<file path="src/rtl/wb_arb_ysyx_23060136.sv">
// wb_arb_ysyx_23060136
// GPR write-port arbiter with an LLU result buffer and a pending-rd scoreboard.
// The single register-file write port is shared between the in-order pipeline
// write-back slot and a long-latency unit (multiply/divide). LLU results wait in
// a small FIFO and are written whenever the pipeline slot is free. If the FIFO
// head has waited STARVE_MAX cycles, the pipeline is stalled for one cycle so
// the head can drain.
//
// Ports:
//   clk, rst                     clock, synchronous active-high reset
//   p_i_commit/RegWr/rd/busW     pipeline write-back slot
//   l_i_issue, l_i_issue_rd      LLU accepted an op (marks rd pending)
//   l_i_valid/rd/data, l_o_ready LLU result handshake
//   q_i_rs1/2, q_o_rs1/2_busy    hazard queries against the pending scoreboard
//   o_RegWr/o_rd/o_busW/o_src    GPR write port (src 0 = pipeline, 1 = LLU)
//   o_stall_req                  pipeline must hold its WB inputs this cycle
//
// Handshake: an LLU result transfers in any cycle where l_i_valid and l_o_ready
// are both high. l_o_ready depends only on registered occupancy, never on
// l_i_valid, and the producer keeps l_i_valid/l_i_rd/l_i_data stable until the
// transfer completes.
module wb_arb_ysyx_23060136 #(
  parameter int FIFO_DEPTH = 2,
  parameter int STARVE_MAX = 4
) (
  input  logic        clk,
  input  logic        rst,
  input  logic        p_i_commit,
  input  logic        p_i_RegWr,
  input  logic [4:0]  p_i_rd,
  input  logic [31:0] p_i_busW,
  input  logic        l_i_issue,
  input  logic [4:0]  l_i_issue_rd,
  input  logic        l_i_valid,
  input  logic [4:0]  l_i_rd,
  input  logic [31:0] l_i_data,
  output logic        l_o_ready,
  input  logic [4:0]  q_i_rs1,
  input  logic [4:0]  q_i_rs2,
  output logic        q_o_rs1_busy,
  output logic        q_o_rs2_busy,
  output logic        o_RegWr,
  output logic [4:0]  o_rd,
  output logic [31:0] o_busW,
  output logic        o_src,
  output logic        o_stall_req
);

  localparam int AW = $clog2(FIFO_DEPTH);
  localparam int CW = AW + 1;
  localparam int SW = $clog2(STARVE_MAX + 1);

  logic [4:0]    r_fifo_rd   [FIFO_DEPTH];
  logic [31:0]   r_fifo_data [FIFO_DEPTH];
  logic [AW-1:0] r_rptr;
  logic [AW-1:0] r_wptr;
  logic [CW-1:0] r_count;
  logic [SW-1:0] r_starve;
  logic [31:1]   r_pending;

  logic          w_empty;
  logic          w_full;
  logic          w_preq;
  logic          w_stall;
  logic          w_pop;
  logic          w_pipe_wr;
  logic          w_push;
  logic [4:0]    w_head_rd;
  logic [31:0]   w_head_data;
  logic [31:1]   w_pending_nxt;
  logic [31:0]   w_pend_ext;

  assign w_empty     = (r_count == '0);
  assign w_full      = (r_count == CW'(FIFO_DEPTH));
  assign w_head_rd   = r_fifo_rd[r_rptr];
  assign w_head_data = r_fifo_data[r_rptr];

  // Writes to x0 are architecturally void, so they do not claim the slot.
  assign w_preq    = p_i_commit & p_i_RegWr & (p_i_rd != 5'd0);
  assign w_stall   = !rst & !w_empty & (r_starve == SW'(STARVE_MAX));
  assign w_pop     = !rst & !w_empty & (w_stall | !w_preq);
  assign w_pipe_wr = !rst & !w_stall & w_preq;

  // Ready from registered occupancy only: a full FIFO refuses even when it pops.
  assign l_o_ready = !rst & !w_full;
  // Results for x0 complete the handshake but are never buffered.
  assign w_push    = l_i_valid & l_o_ready & (l_i_rd != 5'd0);

  // Write-port mux. Idle cycles drive zeros so the port is quiet.
  always_comb begin
    o_RegWr = 1'b0;
    o_rd    = 5'd0;
    o_busW  = 32'd0;
    o_src   = 1'b0;
    if (w_pop) begin
      o_RegWr = 1'b1;
      o_rd    = w_head_rd;
      o_busW  = w_head_data;
      o_src   = 1'b1;
    end else if (w_pipe_wr) begin
      o_RegWr = 1'b1;
      o_rd    = p_i_rd;
      o_busW  = p_i_busW;
    end
  end

  assign o_stall_req = w_stall;

  // Scoreboard update: a new issue to the same rd overrides a same-cycle clear.
  always_comb begin
    w_pending_nxt = r_pending;
    for (int i = 1; i < 32; i++) begin
      if (w_pop && (w_head_rd == 5'(i))) w_pending_nxt[i] = 1'b0;
      if (l_i_issue && (l_i_issue_rd == 5'(i))) w_pending_nxt[i] = 1'b1;
    end
  end

  // Bit 0 tied low so a query for x0 is never busy.
  assign w_pend_ext   = {r_pending, 1'b0};
  assign q_o_rs1_busy = !rst & w_pend_ext[q_i_rs1];
  assign q_o_rs2_busy = !rst & w_pend_ext[q_i_rs2];

  // Buffer storage holds no control state, so it needs no reset.
  always_ff @(posedge clk) begin
    if (w_push) begin
      r_fifo_rd[r_wptr]   <= l_i_rd;
      r_fifo_data[r_wptr] <= l_i_data;
    end
  end

  always_ff @(posedge clk) begin
    if (rst) begin
      r_rptr    <= '0;
      r_wptr    <= '0;
      r_count   <= '0;
      r_starve  <= '0;
      r_pending <= '0;
    end else begin
      // Power-of-two depth: pointers wrap by natural overflow.
      if (w_push) r_wptr <= r_wptr + 1'b1;
      if (w_pop)  r_rptr <= r_rptr + 1'b1;
      r_count <= r_count + CW'(w_push) - CW'(w_pop);
      // Counts cycles the current head has waited; a new head starts at zero.
      if (w_pop || w_empty) begin
        r_starve <= '0;
      end else if (r_starve != SW'(STARVE_MAX)) begin
        r_starve <= r_starve + 1'b1;
      end
      r_pending <= w_pending_nxt;
    end
  end

endmodule

</file>
<file path="config.mk">
export PLATFORM = sky130hd
export DESIGN_NAME = wb_arb_ysyx_23060136
export DESIGN_NICKNAME = d
export VERILOG_FILES = /design/src/rtl/wb_arb_ysyx_23060136.sv
export SDC_FILE = /design/constraint.sdc
export NUM_CORES = 1
export LEC_CHECK = 0
export ABC_CLOCK_PERIOD_IN_PS = 3650
export BUFFER_PORTS_ARGS = -buffer_cell sky130_fd_sc_hd__clkbuf_2
export CAP_MARGIN = 20
export CORE_MARGIN = 2
export CORE_UTILIZATION = 25
export DETAILED_ROUTE_END_ITERATION = 16
export HOLD_SLACK_MARGIN = 0.03
export SKIP_LAST_GASP = 1
export SYNTH_ARGS = -nofsm -noshare
export SYNTH_HDL_FRONTEND = slang
export SYNTH_SLANG_ARGS = --single-unit
</file>
<file path="constraint.sdc">
create_clock -name clk -period 3.65 [get_ports clk]
set_clock_uncertainty 0.05 [all_clocks]
set_input_delay 0.365 -clock clk [delete_from_list [all_inputs] [get_ports clk]]
set_output_delay 0.365 -clock clk [all_outputs]
set_load 0.01 [all_outputs]
</file>
# After elaboration in Yosys (flattened, before gate mapping)
# Memory sizes are Yosys's and may differ from the RTL's. A register that Yosys moved wholly into a read port is not among the register bits.
# Cells that the tools add are included.
# W data, S select, Z words.
# word_totals
output_inout_bits,43
mem_count,2
in_bits,95
mem_bits_rw,74
word_cells,304
ff_bits,38
# op_classes
add_sub_neg,5
order_cmp,2
n_eq_ne,65
muxes,79
bitwise,13
n_reduce_logical,103
# memory_table
name,words,width,read_ports,rd_ports_with_merged_regs,wr,line_no,text
r_fifo_data,2,32,1,1,1,54,logic [31:0] r_fifo_data [FIFO_DEPTH];
r_fifo_rd,2,5,1,1,1,53,logic [4:0] r_fifo_rd [FIFO_DEPTH];
# ops
operator,n
$eq A5 B5 Y1 const B,32
$eq A5 B4 Y1 const B,16
$mux W1,73
$mux W32,2
$logic_and A1 B1 Y1,62
$reduce_bool A2 Y1,31
$eq A5 B3 Y1 const B,8
$eq A5 B2 Y1 const B,4
$and A1 B1 Y1,12
$lt A5 B6 Y1 const B,2
$bmux W1 S5,2
$eq A5 B1 Y1 const B,2
$mux W5,2
$reduce_bool A5 Y1,2
$logic_not A1 Y1,5
$add A3 B1 Y3 const B,1
$eq A3 B3 Y1 const B,1
$ne A3 B3 Y1 const B,1
$add A1 B1 Y1 const B,2
$add A2 B1 Y2,1
$eq A2 B2 Y1 const B,1
$logic_not A2 Y1,1
$reduce_or A2 Y1,1
$sub A2 B1 Y2,1
2 further kinds,2

# Depth between registers and ports, before layout
# Gate-level depths: netlist of the first run.
# logic_depth
ltp_word,9
ltp_mapped,12
mapped_depth_nobuf,10

# Worst setup path after synthesis of the first run
# Ideal clock, no wire load.
# synth_path
kind,input to register
from,input rst
to,"memory r_fifo_data[0][0], enable pin"
arrival_ps,3413
required_ps,3120
setup_slack_ps,-292
setup_ps,480
path_stages,4
path_cell_list,clkbuf_1 > inv_1 > o211ai_1 > nor3_1
# synth_between
elab_chain_len,6
# synth_rtl
element,line_no,text
"start, declared",27,"input logic rst,"
$logic_not A1 Y1,85,assign l_o_ready = !rst & !w_full;
$and A1 B1 Y1,85,
$and A1 B1 Y1 (2 in series),87,assign w_push = l_i_valid & l_o_ready & (l_i_rd != 5'd0);
$mux W1,125,if (w_push) begin
$mux W1 (implied by the code),127,r_fifo_data[r_wptr] <= l_i_data;
"end, declared",54,
# No other way between the ends.

# Worst setup path in the final report of the first run
# layout_path
from,register r_starve[0]
to,output o_busW[24]
# layout_between
elab_chain_len,7
# layout_rtl
element,line_no,text
"start, declared",58,logic [SW-1:0] r_starve;
"start signal, assigned",147,r_starve <= r_starve + 1'b1;
$eq A3 B3 Y1 (*),80,assign w_stall = !rst & !w_empty & (r_starve == SW'(STARVE_MAX));
$and A1 B1 Y1 (*),80,
$logic_not A1 Y1,82,assign w_pipe_wr = !rst & !w_stall & w_preq;
$and A1 B1 Y1 (2 in series),82,
$mux W32,100,end else if (w_pipe_wr) begin
$mux W32 (*),95,if (w_pop) begin
"end, declared",44,"output logic [31:0] o_busW,"
# Every way passes the cells marked *; elsewhere a longest branch is shown, timed or not.

==> impl_metrics.env, run 1 <==
export IMPL_syn_inst=434
export IMPL_setup_tns_ns=0
export IMPL_start_kind="flop"
export IMPL_r2r_cells=11
export IMPL_setup_viol=0
export IMPL_num_rows=54
export IMPL_hp_class="input port to flop"
export IMPL_nNetsFinal=667
export IMPL_viasPerCell=4.82
export IMPL_place_gp_congestion=0.810
export IMPL_required_ns=3.23
export IMPL_placed_cells=830
export IMPL_fmaxAchievable_mhz=330
export IMPL_hpwl_um=10300
export IMPL_ir_drop_uv=309
export IMPL_ys_types=43
export IMPL_grt_pass1_wl_um=21800
export IMPL_cts_root_buf="clkbuf_16"
export IMPL_synth_edf_count=74
export IMPL_rsz0062_at_grt="no"
export IMPL_synth_avg_cell_area_um2=12.6
export IMPL_post_route_drc_count=0
export IMPL_rrSetupSlack_ns=0.93
export IMPL_cp_endpoint="o_busW[24]"
export IMPL_port_buffers=137
export IMPL_synth_most_common_cell="edfxtp_1"
export IMPL_numCtsBuffers=17
export IMPL_async_flop_share_pct=0
export IMPL_r2r_start="r_starve[0]"
export IMPL_die_w_um=152
export IMPL_dr_pass1_iters=4
export IMPL_p_leak_nw=2.56
export IMPL_end_kind="output port"
export IMPL_ios=138
export IMPL_syn_nets=532
export IMPL_grt_start_max_net_pins=39
export IMPL_r2r_end="r_count[1]"
export IMPL_cts_tree="yes"
export IMPL_drv_cap=0
export IMPL_cp_buffers_inverters=3
export IMPL_synth_top_area_cell="edfxtp_1"
export IMPL_cts_max_path_buffers=2
export IMPL_synthTopCellsByCount="74 x edfxtp_1, 42 x mux2i_1, 40 x nand2_1"
export IMPL_num_antenna_cells=0
export IMPL_slew_violations=0
export IMPL_path_delay_family="simple AND/OR/NAND/NOR gates"
export IMPL_grt_pass1_vias=3965
export IMPL_synth_warning_count=0
export IMPL_drt_initial_drc_count=183
export IMPL_synth_seq_cells=113
export IMPL_critical_path_arrival_ns=2.62
export IMPL_die_height_um=152
export IMPL_hold_buffers=0
export IMPL_gr_total_overflow=0
export IMPL_timing_final_crit_share_pct=83.1
export IMPL_finalHoldViolCount=0
export IMPL_vias=4152
export IMPL_yosysSeqAreaShare_pct=55.1
export IMPL_clk_latency_ns=0.41
export IMPL_clkTransAtPathRegs_ns=0.05
export IMPL_max_slew_margin_rel_pct=31.6
export IMPL_grt_usage_pct=12.8
export IMPL_cts_setup_buffers=0
export IMPL_path_depth=8
export IMPL_design_core_area_mm2=0.0216
export IMPL_antenna_found_initial=0
export IMPL_cts_sinks=113
export IMPL_p_per_area_mw_per_mm2=564
export IMPL_crit_slowest_cell="nand2b_4"
export IMPL_synth_cell_area_mm2=0.00545
export IMPL_area_delta_synth_final_pct=29.5
export IMPL_cts_htree_levels=4
export IMPL_cts_resized=0
export IMPL_drive_gt1_share_pct=34.5
export IMPL_routed_wl_um=14500
export IMPL_path_max_fanout=38
export IMPL_ant_nets=0
export IMPL_die_area_mm2=0.0230
export IMPL_synth_area_leaders="edfxtp_1 41%, dfxtp_1 14%, mux2i_1 7.7%"
export IMPL_synthFlopType="edfxtp_1"
export IMPL_min_period_ns=3.03
export IMPL_worst_pin_slew_ns=1.03
export IMPL_path_cells="inv_1 -> ha_1 -> nand2_1 -> o211a_1 -> buf_4 -> nand2b_4 -> o2bb2ai_1 -> clkbuf_2"
export IMPL_start_util_pct=25.2
export IMPL_crit_type="flop to output port"
export IMPL_final_cells=862
export IMPL_synth_top_area_share_pct=40.8
export IMPL_cp_startpoint="r_starve[0]"
export IMPL_slowest_delay_ns=0.50
export IMPL_wl_per_cell_um=16.9
export IMPL_status="complete, no violations"
flip-flops by register name (all words and copies together) (netlist names), named ones only:
name	cells
r_count	2
r_fifo_rd	10
r_rptr	1
r_starve	3
r_wptr	1
r_pending	31
r_fifo_data	64
cell families (layout without fill, tap and decap cells):
| logic type | after synthesis | in the layout | share of synthesized area [%] |
|---|---|---|---|
| XOR/XNOR | 3 | 3 | 0.482 |
| AO/OA/AOI/OAI | 127 | 127 | 17.6 |
| adder cells (fa/ha/maj) | 3 | 3 | 0.689 |
| AND/OR/NAND/NOR | 87 | 87 | 7.62 |
| flip-flops | 113 | 113 | 55.1 |
| buffers and inverters | 42 | 190 | 3.95 |
| multiplexers | 59 | 59 | 14.5 |
routing by layer:
| metal | vias to the layer above | part of all wire, % | global-route usage [%] |
|---|---|---|---|
| met2 | 133 | 52 | 21.6 |
| met4 | 0 | 1.3 | 4.54 |
| met1 | 2001 | 40 | 15.3 |
| li1 | 2001 | - | - |
| met3 | 17 | 6.8 | 4.13 |
| met5 | - | 0 | 0 |
cell type report:
type / instances / area [um^2]
clock buffers: 25 / 551
clock inverters: 7 / 87.6
fillers: 2207 / 14600
inverters: 11 / 41.3
multi-input cells: 279 / 2250
flip-flops and latches: 113 / 3000
well taps: 280 / 350
repair buffers: 147 / 773
cells in the final DEF, fill, tap and decap left out, drive strengths merged, types with 3 or more instances in the layout:
cell type / n
clkbuf: 162
edfxtp: 74
mux2i: 42
nand2: 40
dfxtp: 39
o2bb2ai: 37
a21oi: 35
o41ai: 31
nor2: 17
mux4: 16
inv: 13
buf: 10
o21ai: 5
nor2b: 5
nor3: 5
nand3b: 4
a32oi: 4
nand2b: 4
and2: 3
ha: 3
clkinv: 3
how the worst min path moves through the flow:
stage / from / end / slack, ns / cells after the start
after CTS: l_i_data[18] / r_fifo_data[1][18] / 0.07 / 1
after floorplan: r_pending[12] / r_pending[12] / 0.40 / 2
final: l_i_data[18] / r_fifo_data[1][18] / 0.09 / 1
after detailed placement: r_pending[20] / r_pending[20] / 0.42 / 2
after global placement: r_pending[20] / r_pending[20] / 0.41 / 2
after global routing: l_i_data[30] / r_fifo_data[1][30] / 0.07 / 1
power by group:
part	internal, mW	total [mW]	switching [mW]
clock	1.18	1.76	0.577
sequential	1.45	1.50	0.0554
combinational	0.269	0.719	0.450
stage by stage:
step / total power, mW / util, % / instance area (um^2) / worst slack [ns] / hold slack (ns)
global route: 4.16 / 32.6 / 7060 / 0.396 / 0.0696
finish: 3.98 / 32.6 / 7060 / 0.617 / 0.0919
global placement: 2.26 / 29.7 / 6420 / 0.838 / 0.410
CTS: 4.04 / 32.6 / 7060 / 0.528 / 0.0676
detailed placement: 2.27 / 29.7 / 6420 / 0.819 / 0.419
floorplan: 1.99 / - / 5460 / 0.855 / 0.399
(Power assumes the default switching activity.)
==> run 2: changes to the inputs <==
--- a/config.mk
+++ b/config.mk
@@ -5,7 +5,8 @@
 export SDC_FILE = /design/constraint.sdc
 export NUM_CORES = 1
 export LEC_CHECK = 0
-export ABC_CLOCK_PERIOD_IN_PS = 3650
+export ABC_AREA = 1
+export ABC_CLOCK_PERIOD_IN_PS = 2610
 export BUFFER_PORTS_ARGS = -buffer_cell sky130_fd_sc_hd__clkbuf_2
 export CAP_MARGIN = 20
 export CORE_MARGIN = 2
==> constraint.sdc (replaced) <==
create_clock -name clk -period 2.61 [get_ports clk]
set_clock_uncertainty 0.05 [all_clocks]
set_input_delay 0.261 -clock clk [delete_from_list [all_inputs] [get_ports clk]]
set_output_delay 0.261 -clock clk [all_outputs]
set_load 0.01 [all_outputs]
==> impl_metrics.env, run 2 <==
export IMPL_post_route_drc_count=0
export IMPL_p_per_area_mw_per_mm2=738
export IMPL_timing_final_crit_share_pct=97.5
export IMPL_port_buffers=137
export IMPL_nNetsFinal=976
export IMPL_critical_path_arrival_ns=2.23
export IMPL_viasPerCell=4.61
export IMPL_finalInstanceArea_mm2=0.00789
export IMPL_worst_pin_slew_ns=0.584
export IMPL_final_cells=1176
export IMPL_r2r_end="r_count[1]"
export IMPL_ys_types=28
export IMPL_drive_gt1_share_pct=25.1
export IMPL_p_int_mw=4.04
export IMPL_p_leak_nw=3.26
export IMPL_die_area_mm2=0.0242
export IMPL_cts_sinks=113
export IMPL_largest_register_ffs=64
export IMPL_path_cells="inv_1 -> ha_1 -> nand2_2 -> inv_1 -> nand2_2 -> nand3_4 -> nor2_4 -> buf_12 -> clkbuf_16 -> nand2_1 -> o31ai_1 -> clkbuf_2"
export IMPL_min_period_ns=2.54
export IMPL_synth_seq_cells=113
export IMPL_synth_edf_count=74
export IMPL_synthFlopType="edfxtp_1"
export IMPL_num_rows=55
export IMPL_regMostFlops="r_fifo_data"
export IMPL_die_height_um=156
export IMPL_end_kind="output port"
export IMPL_synth_top_area_share_pct=38.6
export IMPL_dr_pass1_iters=5
export IMPL_vias=5421
export IMPL_max_slew_margin_rel_pct=61.0
export IMPL_ir_drop_uv=465
export IMPL_path_delay_family="buffers and inverters"
export IMPL_place_gp_congestion=0.836
export IMPL_power_frac_clock_pct=40.2
export IMPL_synthTopCellsByCount="217 x nand2_1, 111 x nor2_1, 74 x edfxtp_1"
export IMPL_holdPathEnd="r_count[1]"
export IMPL_p_seq_share_pct=35.9
export IMPL_routed_wl_um=17000
export IMPL_synth_warning_count=0
export IMPL_r2r_start="r_starve[0]"
export IMPL_cts_htree_levels=4
export IMPL_rrSetupSlack_ns=0.45
export IMPL_clkTransAtPathRegs_ns=0.06
export IMPL_combPwrFrac_pct=23.9
export IMPL_crit_slowest_cell="dfxtp_2"
export IMPL_fmaxAchievable_mhz=393
export IMPL_final_cell_mix="216 x nand2_1, 135 x clkbuf_2, 109 x nor2_1, 74 x edfxtp_1, 54 x nand3_1"
export IMPL_area_delta_synth_final_pct=37.1
export IMPL_required_ns=2.30
export IMPL_setup_tns_ns=0
export IMPL_cts_root_buf="clkbuf_16"
export IMPL_placed_cells=1101
export IMPL_status="complete, no violations"
export IMPL_setup_slack_ns=0.0664
export IMPL_num_antenna_cells=0
export IMPL_top_regs="r_fifo_data x64, r_pending x31, r_fifo_rd x10"
export IMPL_wl_per_cell_um=14.4
export IMPL_cp_buffers_inverters=5
export IMPL_setup_viol=0
export IMPL_cts_tree="yes"
export IMPL_min_path_cells=2
export IMPL_drv_cap=0
export IMPL_synth_most_common_cell="nand2_1"
export IMPL_final_common_cell="nand2_1"
export IMPL_r2r_cells=13
export IMPL_cts_max_path_buffers=2
export IMPL_start_kind="flop"
export IMPL_min_delay_start="rst"
export IMPL_ios=138
export IMPL_synth_cell_area_mm2=0.00575
export IMPL_synth_area_leaders="edfxtp_1 39%, nand2_1 14%, dfxtp_1 14%"
export IMPL_slew_violations=0
export IMPL_antenna_found_initial=0
export IMPL_async_flop_share_pct=0
export IMPL_pre_cts_slack_ns=0.303
export IMPL_die_w_um=156
export IMPL_finalHoldViolCount=0
export IMPL_slowest_delay_ns=0.34
export IMPL_syn_nets=799
export IMPL_grt_pass1_vias=5240
export IMPL_design_core_area_mm2=0.0226
export IMPL_grt_pass1_wl_um=26600
export IMPL_hp_class="input port to flop"
export IMPL_path_max_fanout=8
export IMPL_ant_nets=0
export IMPL_gr_total_overflow=0
export IMPL_dpl_instance_area_mm2=0.00678
export IMPL_crit_type="flop to output port"
export IMPL_start_util_pct=25.4
export IMPL_grt_usage_pct=13.9
export IMPL_drt_initial_drc_count=320
export IMPL_synth_avg_cell_area_um2=8.21
export IMPL_swShare_pct=30.5
export IMPL_switching_power_mw=1.78
export IMPL_numCtsBuffers=17
export IMPL_clk_latency_ns=0.40
export IMPL_syn_inst=701
export IMPL_yosysSeqAreaShare_pct=52.2
export IMPL_grt_start_max_net_pins=38
export IMPL_synth_top_area_cell="edfxtp_1"
export IMPL_hpwl_um=11500
[run 2: layout make-up]
| class | instances | area, um^2 |
|---|---|---|
| sequential | 113 | 3000 |
| inverter | 43 | 164 |
| tap | 285 | 357 |
| fill | 2321 | 14800 |
| clock inverter | 6 | 62.6 |
| multi-input combinational | 510 | 2440 |
| clock buffer | 26 | 551 |
| timing repair buffer | 193 | 1310 |
[run 2: worst max-delay path by stage]
stage	from	end	slack, ns	depth (start not counted)
after floorplan	r_count[0]	r_fifo_data[0][0]	-0.39	4
after detailed placement	r_starve[0]	r_count[1]	0.30	13
after global routing	r_starve[0]	o_busW[25]	-0.004	12
after CTS	r_starve[0]	o_busW[6]	0.004	11
final	r_starve[0]	o_busW[25]	0.07	12
after global placement	flop	o_rd[4]	0.40	6
[run 2: per-layer routing]
layer  vias up  routed length, um  track usage [%]
li1       2682                  -                -
met3        16               1320             4.33
met2       190               8150             22.6
met1      2533               7330             17.6
met5         -                  0                0
met4         0                179             4.28
[run 2: through the flow]
| stage | power (mW) | hold WS [ns] | utilization (%) |
|---|---|---|---|
| after global placement | 3.44 | 0.401 | 29.9 |
| after global routing | 6.11 | 0.0880 | 34.8 |
| final | 5.82 | 0.0872 | 34.8 |
| after CTS | 5.87 | 0.0758 | 34.3 |
| after floorplan | 2.95 | 0.310 | - |
| after detailed placement | 3.44 | 0.403 | 29.9 |
[run 2: kinds of logic after synthesis]
family                   share of synthesized area, %
AND/OR/NAND/NOR                                  27.6
adder cells (fa/ha/maj)                         0.653
XOR/XNOR                                        0.609
buffers and inverters                            6.18
AO/OA/AOI/OAI                                    12.7
flip-flops                                       52.2
[run 2: power by group through the flow]
stage          Sequential [mW]  Combinational [mW]  Clock, mW
6_report                  2.09                1.39       2.34
5_1_grt                   2.10                1.54       2.47
4_1_cts                   2.09                1.39       2.39
3_5_place_dp              2.12                1.32          0
3_3_place_gp              2.12                1.33          0
2_1_floorplan             2.11               0.842          0
[run 2: repair_timing]
item | CTS | global route
hold buffers | 37 | 0
pin swaps | 0 | 1
gates cloned | 0 | 3
setup endpoints to repair | 14 | 33
endpoints found under the hold margin | 74 | 0
setup buffers | 0 | 3
resized for setup | 3 | 6
[run 2: worst reg2reg max path, stage by stage (launching register included)]
cell and delay (ns):
dfxtp_2 0.34, inv_1 0.06, ha_1 0.20, nand2_2 0.10
inv_1 0.08, nand2_2 0.10, nand3_4 0.11, nand2_8 0.19
xor2_1 0.20, ha_1 0.21, xor2_1 0.21, nand3_1 0.10
nand2_1 0.09, nor2_1 0.04
==> run 3: changes to the inputs <==
--- a/config.mk
+++ b/config.mk
@@ -6,7 +6,7 @@
 export NUM_CORES = 1
 export LEC_CHECK = 0
 export ABC_AREA = 1
-export ABC_CLOCK_PERIOD_IN_PS = 2610
+export ABC_CLOCK_PERIOD_IN_PS = 2200
 export BUFFER_PORTS_ARGS = -buffer_cell sky130_fd_sc_hd__clkbuf_2
 export CAP_MARGIN = 20
 export CORE_MARGIN = 2
==> constraint.sdc (replaced) <==
create_clock -name clk -period 2.2 [get_ports clk]
set_clock_uncertainty 0.05 [all_clocks]
set_input_delay 0.22 -clock clk [delete_from_list [all_inputs] [get_ports clk]]
set_output_delay 0.22 -clock clk [all_outputs]
set_load 0.01 [all_outputs]
==> impl_metrics.env, run 3 (synthesized netlist as in run 2, its figures left out) <==
export IMPL_status="finished, violations left"
export IMPL_violations="setup timing"
export IMPL_ir_drop_uv=517
export IMPL_power_total_mw=7.26
export IMPL_end_kind="output port"
export IMPL_min_path_cells=4
export IMPL_port_buffers=137
export IMPL_hpwl_um=11700
export IMPL_drt_initial_drc_count=416
export IMPL_critical_path_arrival_ns=2.08
export IMPL_die_area_mm2=0.0242
export IMPL_numCtsBuffers=17
export IMPL_utilization_pct=38.7
export IMPL_area_delta_synth_final_pct=52.4
export IMPL_regMostFlops="r_fifo_data"
export IMPL_viasPerCell=4.66
export IMPL_required_ns=1.93
export IMPL_cts_sinks=113
export IMPL_die_height_um=156
export IMPL_post_route_drc_count=0
export IMPL_dpl_instance_area_mm2=0.00680
export IMPL_cp_startpoint="r_starve[0]"
export IMPL_grt_pass1_wl_um=30200
export IMPL_drive_gt1_share_pct=33.3
export IMPL_num_fill_cells=2238
export IMPL_crit_slowest_cell="dfxtp_2"
export IMPL_num_rows=55
export IMPL_cts_root_buf="clkbuf_16"
export IMPL_nNetsFinal=1007
export IMPL_antenna_found_initial=1
export IMPL_cts_max_path_buffers=2
export IMPL_setup_viol=34
export IMPL_r2r_end="r_count[1]"
export IMPL_largest_register_ffs=64
export IMPL_final_common_cell="nand2_1"
export IMPL_finalHoldViolCount=0
export IMPL_min_period_ns=2.35
export IMPL_r2r_cells=15
export IMPL_setup_slack_ns=-0.154
export IMPL_r2r_start="r_starve[0]"
export IMPL_path_max_fanout=8
export IMPL_final_cell_mix="189 x nand2_1, 109 x nor2_1, 101 x clkbuf_2, 74 x edfxtp_1, 54 x nand3_1"
export IMPL_start_kind="flop"
export IMPL_holdPathEnd="r_pending[16]"
export IMPL_cts_tree="yes"
export IMPL_cts_htree_levels=4
export IMPL_finalInstanceArea_mm2=0.00877
export IMPL_hp_class="input port to flop"
export IMPL_wl_per_cell_um=16.3
export IMPL_dr_pass1_iters=5
export IMPL_vias=5625
export IMPL_rrSetupSlack_ns=0.09
export IMPL_drv_cap=0
export IMPL_path_cells="inv_2 -> ha_4 -> nand2_4 -> inv_4 -> nand2_4 -> nand3_4 -> buf_6 -> nand2_8 -> buf_16 -> buf_12 -> o31ai_4 -> buf_2"
export IMPL_timing_final_crit_share_pct=107
export IMPL_min_delay_start="l_i_issue_rd[2]"
export IMPL_grt_pass1_vias=5617
export IMPL_top_regs="r_fifo_data x64, r_pending x31, r_fifo_rd x10"
export IMPL_p_leak_nw=3.71
export IMPL_worst_pin_slew_ns=0.574
export IMPL_p_per_area_mw_per_mm2=828
export IMPL_die_w_um=156
export IMPL_fmaxAchievable_mhz=425
export IMPL_clkTransAtPathRegs_ns=0.05
export IMPL_clk_latency_ns=0.40
export IMPL_ant_nets=0
export IMPL_max_slew_margin_rel_pct=61.7
export IMPL_routed_wl_um=19700
export IMPL_crit_type="flop to output port"
export IMPL_fin_hold_ws_ns=0.131
export IMPL_slew_violations=0
export IMPL_path_common_cell="nand2_4"
export IMPL_gr_total_overflow=0
export IMPL_grt_start_max_net_pins=38
export IMPL_design_core_area_mm2=0.0226
export IMPL_rsz0062_at_grt="yes"
export IMPL_slowest_delay_ns=0.32
export IMPL_place_gp_congestion=0.860
export IMPL_start_util_pct=25.4
export IMPL_ios=138
export IMPL_grt_usage_pct=16.2
-- run 3: cell types whose count changed in the layout (fill, tap and decap cells not counted), sizes merged --
cell	change
inv	-2
dlygate4sd3	+1
clkinvlp	+4
clkbuf	-41
buf	+64
diode	+1
clkinv	+5
-- run 3: metal layers --
metal / global-route usage [%] / wire length, um / vias to the layer above / part of all wire (%)
met5: 0 / 0 / - / 0
met4: 5.20 / 342 / 0 / 1.7
met3: 4.78 / 1590 / 27 / 8.1
met2: 27.1 / 9620 / 226 / 49
met1: 20.1 / 8110 / 2620 / 41
li1: - / - / 2752 / -
-- run 3: timing repair --
item	in CTS	in global routing
hold endpoints to repair	76	0
gates resized for setup	93	75
cloned	7	2
buffers inserted	24	3
pin swaps	7	9
setup endpoints to repair	38	40
hold buffers	38	0
-- run 3: cell type report --
cell class | count | area [um^2] | area share (%)
Antenna cell | 1 | 2.50 | 0.0285
Clock buffer | 19 | 433 | 4.94
Clock inverter | 13 | 115 | 1.31
Inverter | 43 | 164 | 1.87
Multi-Input combinational cell | 510 | 2910 | 33.2
Sequential cell | 113 | 3010 | 34.3
Tap cell | 285 | 357 | 4.07
Timing Repair Buffer | 224 | 1780 | 20.2
-- run 3: how the worst max path moves through the flow --
stage | endpoint | slack, ns | cells after the start
2_1_floorplan | r_fifo_data[1][0] | -0.21 | 4
3_3_place_gp | o_busW[2] | 0.20 | 11
3_5_place_dp | o_rd[4] | 0.15 | 11
4_1_cts | o_busW[12] | -0.16 | 14
5_1_grt | o_busW[5] | -0.25 | 14
6_report | o_busW[4] | -0.15 | 12
-- run 3: per-stage QoR --
step / instances / setup slack (ns) / TNS [ns]
6_report: 1208 / -0.154 / -3.43
5_1_grt: 1208 / -0.250 / -6.80
4_1_cts: 1205 / -0.158 / -4.34
3_3_place_gp: 1105 / 0.198 / 0
2_1_floorplan: 701 / -0.210 / -15.56
3_5_place_dp: 1105 / 0.152 / 0
-- run 3: report_power, final --
part           internal [mW]  switching, mW  leakage (nW)  total [mW]
logic                  0.860           1.39          2.45        2.25
registers               2.41         0.0640         0.995        2.47
clock network           1.55          0.993         0.259        2.54
total                   4.81           2.45          3.71        7.26
-- run 3: critical path, delay by kind of cell, from the launching register on --
kind | cells | cell delay (ns)
buffers and inverters | 6 | 0.73
DFF | 1 | 0.32
and+or+nand+nor | 4 | 0.27
AOI/OAI and AO/OA | 1 | 0.20
adders and majority gates | 1 | 0.15
